<file path="src/rtl/music_sequencer.sv">
// Note sequencer: walks a ROM region word by word, holding each note code for
// (dur+1) beat ticks followed by a fixed articulation gap. Optional looping.
module music_sequencer #(
    parameter int unsigned ADDR_W   = 12,
    parameter int unsigned NOTE_W   = 5,
    parameter int unsigned DUR_W    = 3,
    parameter int unsigned TICK_DIV = 10_000_000,
    parameter int unsigned GAP_CYC  = 50_000
) (
    input  logic                      i_clk,
    input  logic                      i_rst,
    input  logic                      i_play,
    input  logic                      i_restart,
    input  logic                      i_loop,
    input  logic [ADDR_W-1:0]         i_start_addr,
    input  logic [ADDR_W-1:0]         i_end_addr,
    output logic [ADDR_W-1:0]         o_rom_addr,
    input  logic [NOTE_W+DUR_W-1:0]   i_rom_data,
    output logic [NOTE_W-1:0]         o_note,
    output logic                      o_note_valid,
    output logic                      o_busy,
    output logic                      o_done
);

    // One counter serves both the beat tick in PLAY and the gap length in GAP.
    localparam int unsigned CNT_MAX = (TICK_DIV > GAP_CYC) ? TICK_DIV : GAP_CYC;
    localparam int unsigned CNT_W   = (CNT_MAX > 1) ? $clog2(CNT_MAX) : 1;
    localparam logic [CNT_W-1:0] TICK_LAST = CNT_W'(TICK_DIV - 1);
    localparam logic [CNT_W-1:0] GAP_LAST  = CNT_W'(GAP_CYC - 1);

    typedef enum logic [2:0] {
        StIdle,
        StAddr,
        StWait,
        StPlay,
        StGap
    } state_t;

    state_t              r_state;
    logic [ADDR_W-1:0]   r_rom_addr;
    logic [NOTE_W-1:0]   r_note;
    logic [DUR_W-1:0]    r_dur;
    logic [DUR_W-1:0]    r_beat;
    logic [CNT_W-1:0]    r_tick;
    logic                r_note_valid;
    logic                r_busy;
    logic                r_done;

    logic [NOTE_W-1:0]   w_note_field;
    logic [DUR_W-1:0]    w_dur_field;
    logic                w_at_end;

    assign w_note_field = i_rom_data[NOTE_W+DUR_W-1:DUR_W];
    assign w_dur_field  = i_rom_data[DUR_W-1:0];
    assign w_at_end     = (r_rom_addr == i_end_addr);

    // Sequencer FSM: restart beats stop, stop beats the normal per-state flow.
    always_ff @(posedge i_clk or posedge i_rst) begin
        if (i_rst) begin
            r_state      <= StIdle;
            r_rom_addr   <= '0;
            r_note       <= '0;
            r_dur        <= '0;
            r_beat       <= '0;
            r_tick       <= '0;
            r_note_valid <= 1'b0;
            r_busy       <= 1'b0;
            r_done       <= 1'b0;
        end else begin
            r_done <= 1'b0;
            if (i_restart) begin
                r_rom_addr   <= i_start_addr;
                r_note_valid <= 1'b0;
                r_state      <= StAddr;
                r_busy       <= 1'b1;
            end else if ((r_state != StIdle) && !i_play) begin
                r_note_valid <= 1'b0;
                r_state      <= StIdle;
                r_busy       <= 1'b0;
            end else begin
                unique case (r_state)
                    StIdle: begin
                        if (i_play) begin
                            r_rom_addr <= i_start_addr;
                            r_state    <= StAddr;
                            r_busy     <= 1'b1;
                        end
                    end
                    // ROM samples r_rom_addr on the edge leaving this state.
                    StAddr: begin
                        r_state <= StWait;
                    end
                    StWait: begin
                        r_note       <= w_note_field;
                        r_dur        <= w_dur_field;
                        r_note_valid <= (w_note_field != '0);
                        r_tick       <= '0;
                        r_beat       <= '0;
                        r_state      <= StPlay;
                    end
                    StPlay: begin
                        if (r_tick == TICK_LAST) begin
                            r_tick <= '0;
                            if (r_beat == r_dur) begin
                                r_note_valid <= 1'b0;
                                r_state      <= StGap;
                            end else begin
                                r_beat <= r_beat + 1'b1;
                            end
                        end else begin
                            r_tick <= r_tick + 1'b1;
                        end
                    end
                    StGap: begin
                        if (r_tick == GAP_LAST) begin
                            r_tick <= '0;
                            if (!w_at_end) begin
                                // Natural overflow gives the wrap through 2^ADDR_W-1 -> 0.
                                r_rom_addr <= r_rom_addr + 1'b1;
                                r_state    <= StAddr;
                            end else begin
                                r_done <= 1'b1;
                                if (i_loop) begin
                                    r_rom_addr <= i_start_addr;
                                    r_state    <= StAddr;
                                end else begin
                                    r_state <= StIdle;
                                    r_busy  <= 1'b0;
                                end
                            end
                        end else begin
                            r_tick <= r_tick + 1'b1;
                        end
                    end
                    default: begin
                        r_state      <= StIdle;
                        r_note_valid <= 1'b0;
                        r_busy       <= 1'b0;
                    end
                endcase
            end
        end
    end

    assign o_rom_addr   = r_rom_addr;
    assign o_note       = r_note;
    assign o_note_valid = r_note_valid;
    assign o_busy       = r_busy;
    assign o_done       = r_done;

endmodule

</file>
<file path="config.mk">
export PLATFORM = sky130hd
export DESIGN_NAME = music_sequencer
export DESIGN_NICKNAME = d
export VERILOG_FILES = /design/src/rtl/music_sequencer.sv
export SDC_FILE = /design/constraint.sdc
export NUM_CORES = 1
export LEC_CHECK = 0
export BUFFER_PORTS_ARGS = -buffer_cell sky130_fd_sc_hd__buf_2
export CAP_MARGIN = 20
export CORE_AREA = 5 5 94 96
export CTS_CLUSTER_SIZE = 30
export DETAILED_ROUTE_END_ITERATION = 12
export DIE_AREA = 0 0 99 101
export GPL_TIMING_DRIVEN = 0
export PLACE_DENSITY = 0.62
export SYNTH_ARGS = -nofsm -noshare
export SYNTH_HDL_FRONTEND = slang
export SYNTH_SLANG_ARGS = --single-unit
</file>
<file path="constraint.sdc">
create_clock -name i_clk -period 7.03 [get_ports i_clk]
set_clock_uncertainty 0.2 [all_clocks]
set_input_delay 2.109 -clock i_clk [delete_from_list [all_inputs] [get_ports i_clk]]
set_output_delay 2.109 -clock i_clk [all_outputs]
set_load 0.02 [all_outputs]
</file>
==> results.py, run 1 <==
metrics = {
    "power": {
        "power_density_nw_per_um2": 199.2,
        "p_leak_nw": 1.637,
        "vdd_ir_drop_max_mv": 0.07770,
    },
    "route": {
        "drc": 0,
        "drtIter0Drc": 93,
        "ant_nets": 0,
        "via_count": 2541,
        "dr.pass1.iters": 4,
        "routed_wl_mm": 6.755,
        "wl_per_cell_um": 13.84,
        "viasPerCell": 5.207,
    },
    "worst_setup_path": {
        "worstPathRequired_ns": 7.03,
        "cp_cell_sequence": "buf_2 > xor2_1 > nor4_1 > nand4b_1 > a41oi_1 > clkbuf_1 > a21oi_1 > o22a_1",
        "cp_max_fo": 10,
        "worst_setup_path_start_kind": "input port",
        "cp_slowest_cell": "clkbuf_1",
        "crit_path_end_kind": "flop",
        "criticalPathCategory": "input port to flop",
        "r2r_cells": 7,
        "reg2reg_slack_ns": 4.23,
        "crit_path_max_incr_delay_ns": 0.42,
        "arrival_ns": 4.10,
    },
    "run_status": {
        "outcome": "completed",
    },
    "placement": {
        "routabilityCongestion": 0.7842,
        "port_buffers": 55,
        "pre_cts_ws_ns": 2.650,
        "dpl-instance-area_um2": 3458,
        "place_hpwl_mm": 5.140,
    },
    "synth": {
        "synth_edf_count": 0,
        "ys_async_sr_fraction": 1.000,
        "synthFlopType": "dfrtp_1",
        "synth_fp_nets": 359,
        "ys_ff_latch": 53,
        "synth_top_area_cell": "dfrtp_1",
        "yosys_warnings": 0,
        "yosysSeqAreaShare": 0.4375,
        "yosysMostFrequentCell": "dfrtp_1",
        "synthesis.area_um2": 3032,
        "synth_cell_type_count": 49,
        "synth_cells": 319,
        "synth_common_cells": "53 x dfrtp_1, 37 x nor2_1, 30 x xor2_1",
        "synth_area_per_cell_um2": 9.504,
        "netlist_top_cells_area": "dfrtp_1 44%, xor2_1 8.7%, nor2_1 4.6%",
        "yosysTopAreaCellShare": 0.4375,
    },
    "die": {
        "fp.dieW_um": 99,
        "start_util": 0.3804,
        "pin_count": 57,
        "num_rows": 33,
        "dieArea_um2": 9999,
        "core-area_um2": 7969,
        "die_h_um": 101,
    },
    "clocking": {
        "post_cts_resized": 0,
        "cts_hold_buffers": 0,
        "clkSlewWorstSetupHoldPaths_ns": 0.11,
        "clk_latency_ns": 0.31,
        "cts_max_path_buffers": 2,
        "cts.htree.levels": 2,
        "cts_inserted_buffers": 5,
        "cts_setup_buffers": 0,
        "clockRootBuffer": "clkbuf_8",
        "cts.sink_count": 53,
        "cts_tree": "yes",
    },
    "sta": {
        "worstMarginPinSlew_ns": 0.7143,
        "rsz0062_at_grt": "false",
        "fmax_mhz": 244.3,
        "slew_violations": 0,
        "hold_viol_final": 0,
        "setup_viol": 0,
        "setup_ws_ns": 2.937,
        "final.setup.tns_ns": 0,
        "timing.hold.ws_ns": 0.3135,
        "min_period_ns": 4.093,
        "fin_crit_sh": 0.5822,
        "relSlewSlack": 0.5220,
    },
    "layout": {
        "syn_to_final_growth_pct": 17.17,
        "drive_gt1_frac": 0.2193,
        "diodes": 0,
        "fin_util": 0.4458,
        "nets": 422,
        "final_area_um2": 3552,
    },
    "min_path": {
        "worstHoldPathType": "flop to flop",
        "hold_path_depth": 1,
    },
    "grt": {
        "grt_usage": 0.1410,
        "first_global_vias": 2502,
        "grt_start_max_net_pins": 41,
        "antenna_found_initial": 0,
        "grt_pass1_wl_mm": 11.73,
        "grt-ovfl-total": 0,
    },
    "flow_run": {
        "drv_cap": 0,
    },
}
==> per-layer routing <==
| layer | vias up | part of all wire | GRT usage |
|---|---|---|---|
| met3 | 4 | 0.036 | 0.02907 |
| met5 | - | 0 | 0 |
| li1 | 1259 | - | - |
| met2 | 45 | 0.48 | 0.2350 |
| met1 | 1233 | 0.48 | 0.1891 |
| met4 | 0 | 0.0071 | 0.03151 |
==> metrics by stage <==
step           cells  power, mW
2_1_floorplan    319     0.4793
3_3_place_gp     479     0.5322
3_5_place_dp     480     0.5379
4_1_cts          488     0.7207
5_1_grt          488     0.7539
6_report         488     0.7077
==> cell type report <==
type | instances | area, um^2
inverter | 13 | 48.80
buffer | 11 | 61.31
clock inverter | 3 | 25.02
clock buffer | 5 | 68.82
multi-input combinational | 242 | 1595
sequential | 53 | 1326
tap | 105 | 131.4
timing repair buffer | 56 | 295.3
fill | 789 | 4417
==> flip-flops by register name, summed over array words and instances, names as in the netlist <==
register,cells
o_note,5
r_beat,3
o_busy,1
o_done,1
o_rom_addr,12
r_dur,3
o_note_valid,1
r_state,3
r_tick,24
==> final timing paths <==
path                                     start             end
worst max-delay path            i_end_addr[10]   o_rom_addr[7]
worst min-delay path                 o_note[4]       o_note[4]
worst max register to register       r_tick[7]  o_rom_addr[10]
worst min register to register       o_note[4]       o_note[4]
max in group asynchronous                i_rst      r_tick[13]
min in group asynchronous                i_rst      r_state[1]
==> kinds of logic after synthesis <==
group | after synthesis | share of synthesized area
AO/OA/AOI/OAI | 54 | 0.1230
XOR/XNOR | 38 | 0.1098
adder cells (fa/ha/maj) | 3 | 0.01238
buffers and inverters | 24 | 0.03632
flip-flops | 53 | 0.4375
multiplexers | 16 | 0.05613
AND/OR/NAND/NOR | 131 | 0.2249
==> power breakdown <==
group	internal (mW)	switching, mW	leakage (nW)
sequential	0.338	0.0315	0.689
combinational	0.0696	0.0905	0.903
clock	0.0721	0.106	0.0447
==> worst max-delay path, delay by kind of cell <==
kind,cells,cell delay [ns]
AO/OA/AOI/OAI,3,0.63
XOR/XNOR,1,0.15
AND/OR/NAND/NOR,2,0.68
buffers and inverters,2,0.52
==> layout by cell type, fill, tap and decap left out, types with 6 or more instances in the layout <==
master    n
xnor2_1   8
mux2_2    8
buf_2    59
a21oi_1  10
dfrtp_1  53
nor2_1   37
nand2_1  20
o21ai_0  12
mux2i_1   8
inv_1    12
and3_1   10
xor2_1   30
nor3_1    8
nand3_1  12
nand4_1  11
nor4_1    6
(Power assumes the default switching activity.)
==> run 2, diff against run 1 <==
--- a/config.mk
+++ b/config.mk
@@ -5,12 +5,13 @@
 export SDC_FILE = /design/constraint.sdc
 export NUM_CORES = 1
 export LEC_CHECK = 0
+export ABC_AREA = 1
 export BUFFER_PORTS_ARGS = -buffer_cell sky130_fd_sc_hd__buf_2
 export CAP_MARGIN = 20
-export CORE_AREA = 5 5 94 96
+export CORE_AREA = 5 5 104 106
 export CTS_CLUSTER_SIZE = 30
 export DETAILED_ROUTE_END_ITERATION = 12
-export DIE_AREA = 0 0 99 101
+export DIE_AREA = 0 0 109 111
 export GPL_TIMING_DRIVEN = 0
 export PLACE_DENSITY = 0.62
 export SYNTH_ARGS = -nofsm -noshare
==> constraint.sdc (replaced) <==
create_clock -name i_clk -period 4 [get_ports i_clk]
set_clock_uncertainty 0.2 [all_clocks]
set_input_delay 1.2 -clock i_clk [delete_from_list [all_inputs] [get_ports i_clk]]
set_output_delay 1.2 -clock i_clk [all_outputs]
set_load 0.02 [all_outputs]
==> run 2 against run 1 <==
Effect of this change: largest cell class unchanged; first-iteration DRC count increased to 2.7 times the previous value; sequential power increased by 120%; die area increased by 21%; utilization increased by 0.92 points.
==> results.py, run 2 <==
metrics = {
    "run_status": {
        "outcome": "completed",
    },
    "synth": {
        "synth_common_cells": "216 x nand2_1, 71 x inv_1, 53 x dfrtp_1",
        "synthesis.area_um2": 3841,
        "ys_ff_latch": 53,
        "yosysTopAreaCellShare": 0.3453,
        "synth_cell_type_count": 38,
        "yosysSeqAreaShare": 0.3453,
        "synth_area_per_cell_um2": 6.577,
        "ys_async_sr_fraction": 1.000,
        "yosysMostFrequentCell": "nand2_1",
        "synth_fp_nets": 624,
        "synth_top_area_cell": "dfrtp_1",
        "synth_edf_count": 0,
        "netlist_top_cells_area": "dfrtp_1 35%, nand2_1 21%, inv_1 6.9%",
        "synth_cells": 584,
        "yosys_warnings": 0,
        "synthFlopType": "dfrtp_1",
    },
    "layout": {
        "final_cell_mix": "216 x nand2_1, 70 x inv_1, 61 x buf_2, 53 x dfrtp_1, 51 x nor2_1",
        "fill_cells": 1026,
        "diodes": 0,
        "top_register": "r_tick",
        "syn_to_final_growth_pct": 14.69,
        "largest_register_ffs": 24,
        "final_cells": 782,
        "mostFrequentLayoutCell": "nand2_1",
        "drive_gt1_frac": 0.1757,
        "nets": 688,
        "final_area_um2": 4405,
    },
    "sta": {
        "slew_violations": 0,
        "fin_crit_sh": 0.6285,
        "setup_viol": 0,
        "final.setup.tns_ns": 0,
        "worstMarginPinSlew_ns": 0.4693,
        "timing.hold.ws_ns": 0.2795,
        "min_period_ns": 2.514,
        "hold_viol_final": 0,
        "fmax_mhz": 397.8,
        "rsz0062_at_grt": "false",
        "relSlewSlack": 0.6871,
    },
    "placement": {
        "place_hpwl_mm": 7.638,
        "routabilityCongestion": 0.9173,
        "dpl-instance-area_um2": 4308,
        "port_buffers": 56,
        "dp_cells": 774,
    },
    "min_path": {
        "worstHoldPathType": "flop to flop",
        "hold_path_depth": 2,
        "hp-start": "o_busy",
        "min_to": "o_busy",
    },
    "worst_setup_path": {
        "r2r_start": "r_tick[0]",
        "criticalPathCategory": "input port to flop",
        "crit_path_max_incr_delay_ns": 0.42,
        "worst_setup_path_start_kind": "input port",
        "cp_max_fo": 10,
        "reg2reg_slack_ns": 1.77,
        "crit_path_frequent_cell": "nand2_1",
        "crit_path_end_kind": "flop",
        "worstPathRequired_ns": 4.07,
        "cp_slowest_cell": "buf_1",
        "arrival_ns": 2.58,
        "crit_buf_inv": 4,
        "critPathTopFamily": "buffers and inverters",
        "reg2reg_to": "r_tick[10]",
        "cp_cell_sequence": "buf_2 > inv_1 > clkbuf_1 > buf_1 > nand4_1 > nand2_1 > nand2_1 > nand2_1",
        "r2r_cells": 11,
    },
    "die": {
        "dieArea_um2": 12100,
        "pin_count": 57,
        "start_util": 0.3966,
        "num_rows": 36,
        "core-area_um2": 9684,
        "die_h_um": 111,
        "fp.dieW_um": 109,
    },
    "flow_run": {
        "drv_cap": 0,
    },
    "power": {
        "pwr-share-clk": 0.174,
        "vdd_ir_drop_max_mv": 0.2435,
        "p_leak_nw": 2.359,
        "seq_power_share": 0.420,
        "cell_internal_pwr_mw": 1.087,
        "comb_power_share": 0.406,
        "power_density_nw_per_um2": 443.2,
        "power.switching_mw": 0.8656,
        "swShare": 0.4433,
    },
    "grt": {
        "antenna_found_initial": 0,
        "grt_usage": 0.1629,
        "grt_start_max_net_pins": 35,
        "first_global_vias": 3537,
        "grt_pass1_wl_mm": 16.42,
        "grt-ovfl-total": 0,
    },
    "clocking": {
        "cts_hold_buffers": 0,
        "post_cts_resized": 0,
        "clockRootBuffer": "clkbuf_8",
        "cts_inserted_buffers": 5,
        "cts.htree.levels": 2,
        "cts_tree": "yes",
        "cts.sink_count": 53,
        "cts_setup_buffers": 0,
        "clk_latency_ns": 0.32,
        "clkSlewWorstSetupHoldPaths_ns": 0.12,
        "cts_max_path_buffers": 2,
    },
    "route": {
        "viasPerCell": 4.841,
        "dr.pass1.iters": 5,
        "drtIter0Drc": 253,
        "ant_nets": 0,
        "routed_wl_mm": 9.572,
        "wl_per_cell_um": 12.24,
        "drc": 0,
        "via_count": 3786,
    },
}
run 2: routing by layer:
metal	global-route usage	vias to the layer above	routed length, um
met4	0.03199	0	93
met1	0.2312	1708	4565
met2	0.2609	97	4343
met3	0.02679	7	570
met5	0	-	0
li1	-	1974	-
run 2: area by class of cell:
cell class	instances	area, um^2	share of cell area
multi-input combinational	439	2118	0.4808
timing repair buffer	57	300.3	0.06816
inverter	78	300.3	0.06816
clock buffer	5	68.82	0.01562
clock inverter	3	28.78	0.006532
tap	133	166.4	0.03777
buffer	14	96.34	0.02187
sequential	53	1326	0.3011
run 2: cells by family after synthesis:
kind of cell | Yosys count | synth area share
buffers and inverters | 92 | 0.1033
flip-flops | 53 | 0.3453
AND/OR/NAND/NOR | 387 | 0.4511
adder cells (fa/ha/maj) | 3 | 0.009773
AO/OA/AOI/OAI | 28 | 0.04267
XOR/XNOR | 21 | 0.04788
run 2: how the worst max path moves through the flow:
stage / from / end / slack (ns) / depth (start not counted)
floorplan: i_rst / o_busy / 1.31 / 1
global route: i_restart / o_rom_addr[0] / 1.36 / 8
global placement: i_rst / r_dur[0] / 0.51 / 2
CTS: i_restart / o_rom_addr[2] / 1.50 / 8
finish: i_restart / o_rom_addr[9] / 1.49 / 8
detailed placement: i_restart / o_rom_addr[2] / 1.17 / 8
run 2: per-stage QoR:
stage / total power, mW / utilization / setup WS [ns]
2_1_floorplan: 1.392 / - / 1.314
5_1_grt: 2.123 / 0.4549 / 1.360
3_5_place_dp: 1.629 / 0.4448 / 1.174
6_report: 1.953 / 0.4549 / 1.486
3_3_place_gp: 1.612 / 0.4428 / 0.5110
4_1_cts: 1.976 / 0.4549 / 1.498
run 2: power by group through the flow:
stage          Combinational, mW  Clock, mW  Sequential, mW
6_report                   0.792      0.340           0.821
3_5_place_dp               0.799          0           0.830
5_1_grt                    0.903      0.374           0.846
3_3_place_gp               0.785          0           0.827
4_1_cts                    0.801      0.354           0.822
2_1_floorplan              0.528          0           0.864
run 2: worst min-delay path, stage by stage, from the launching register on:
cell     delay [ns]
dfrtp_1        0.36
nand2_1        0.05
nand2_1        0.05
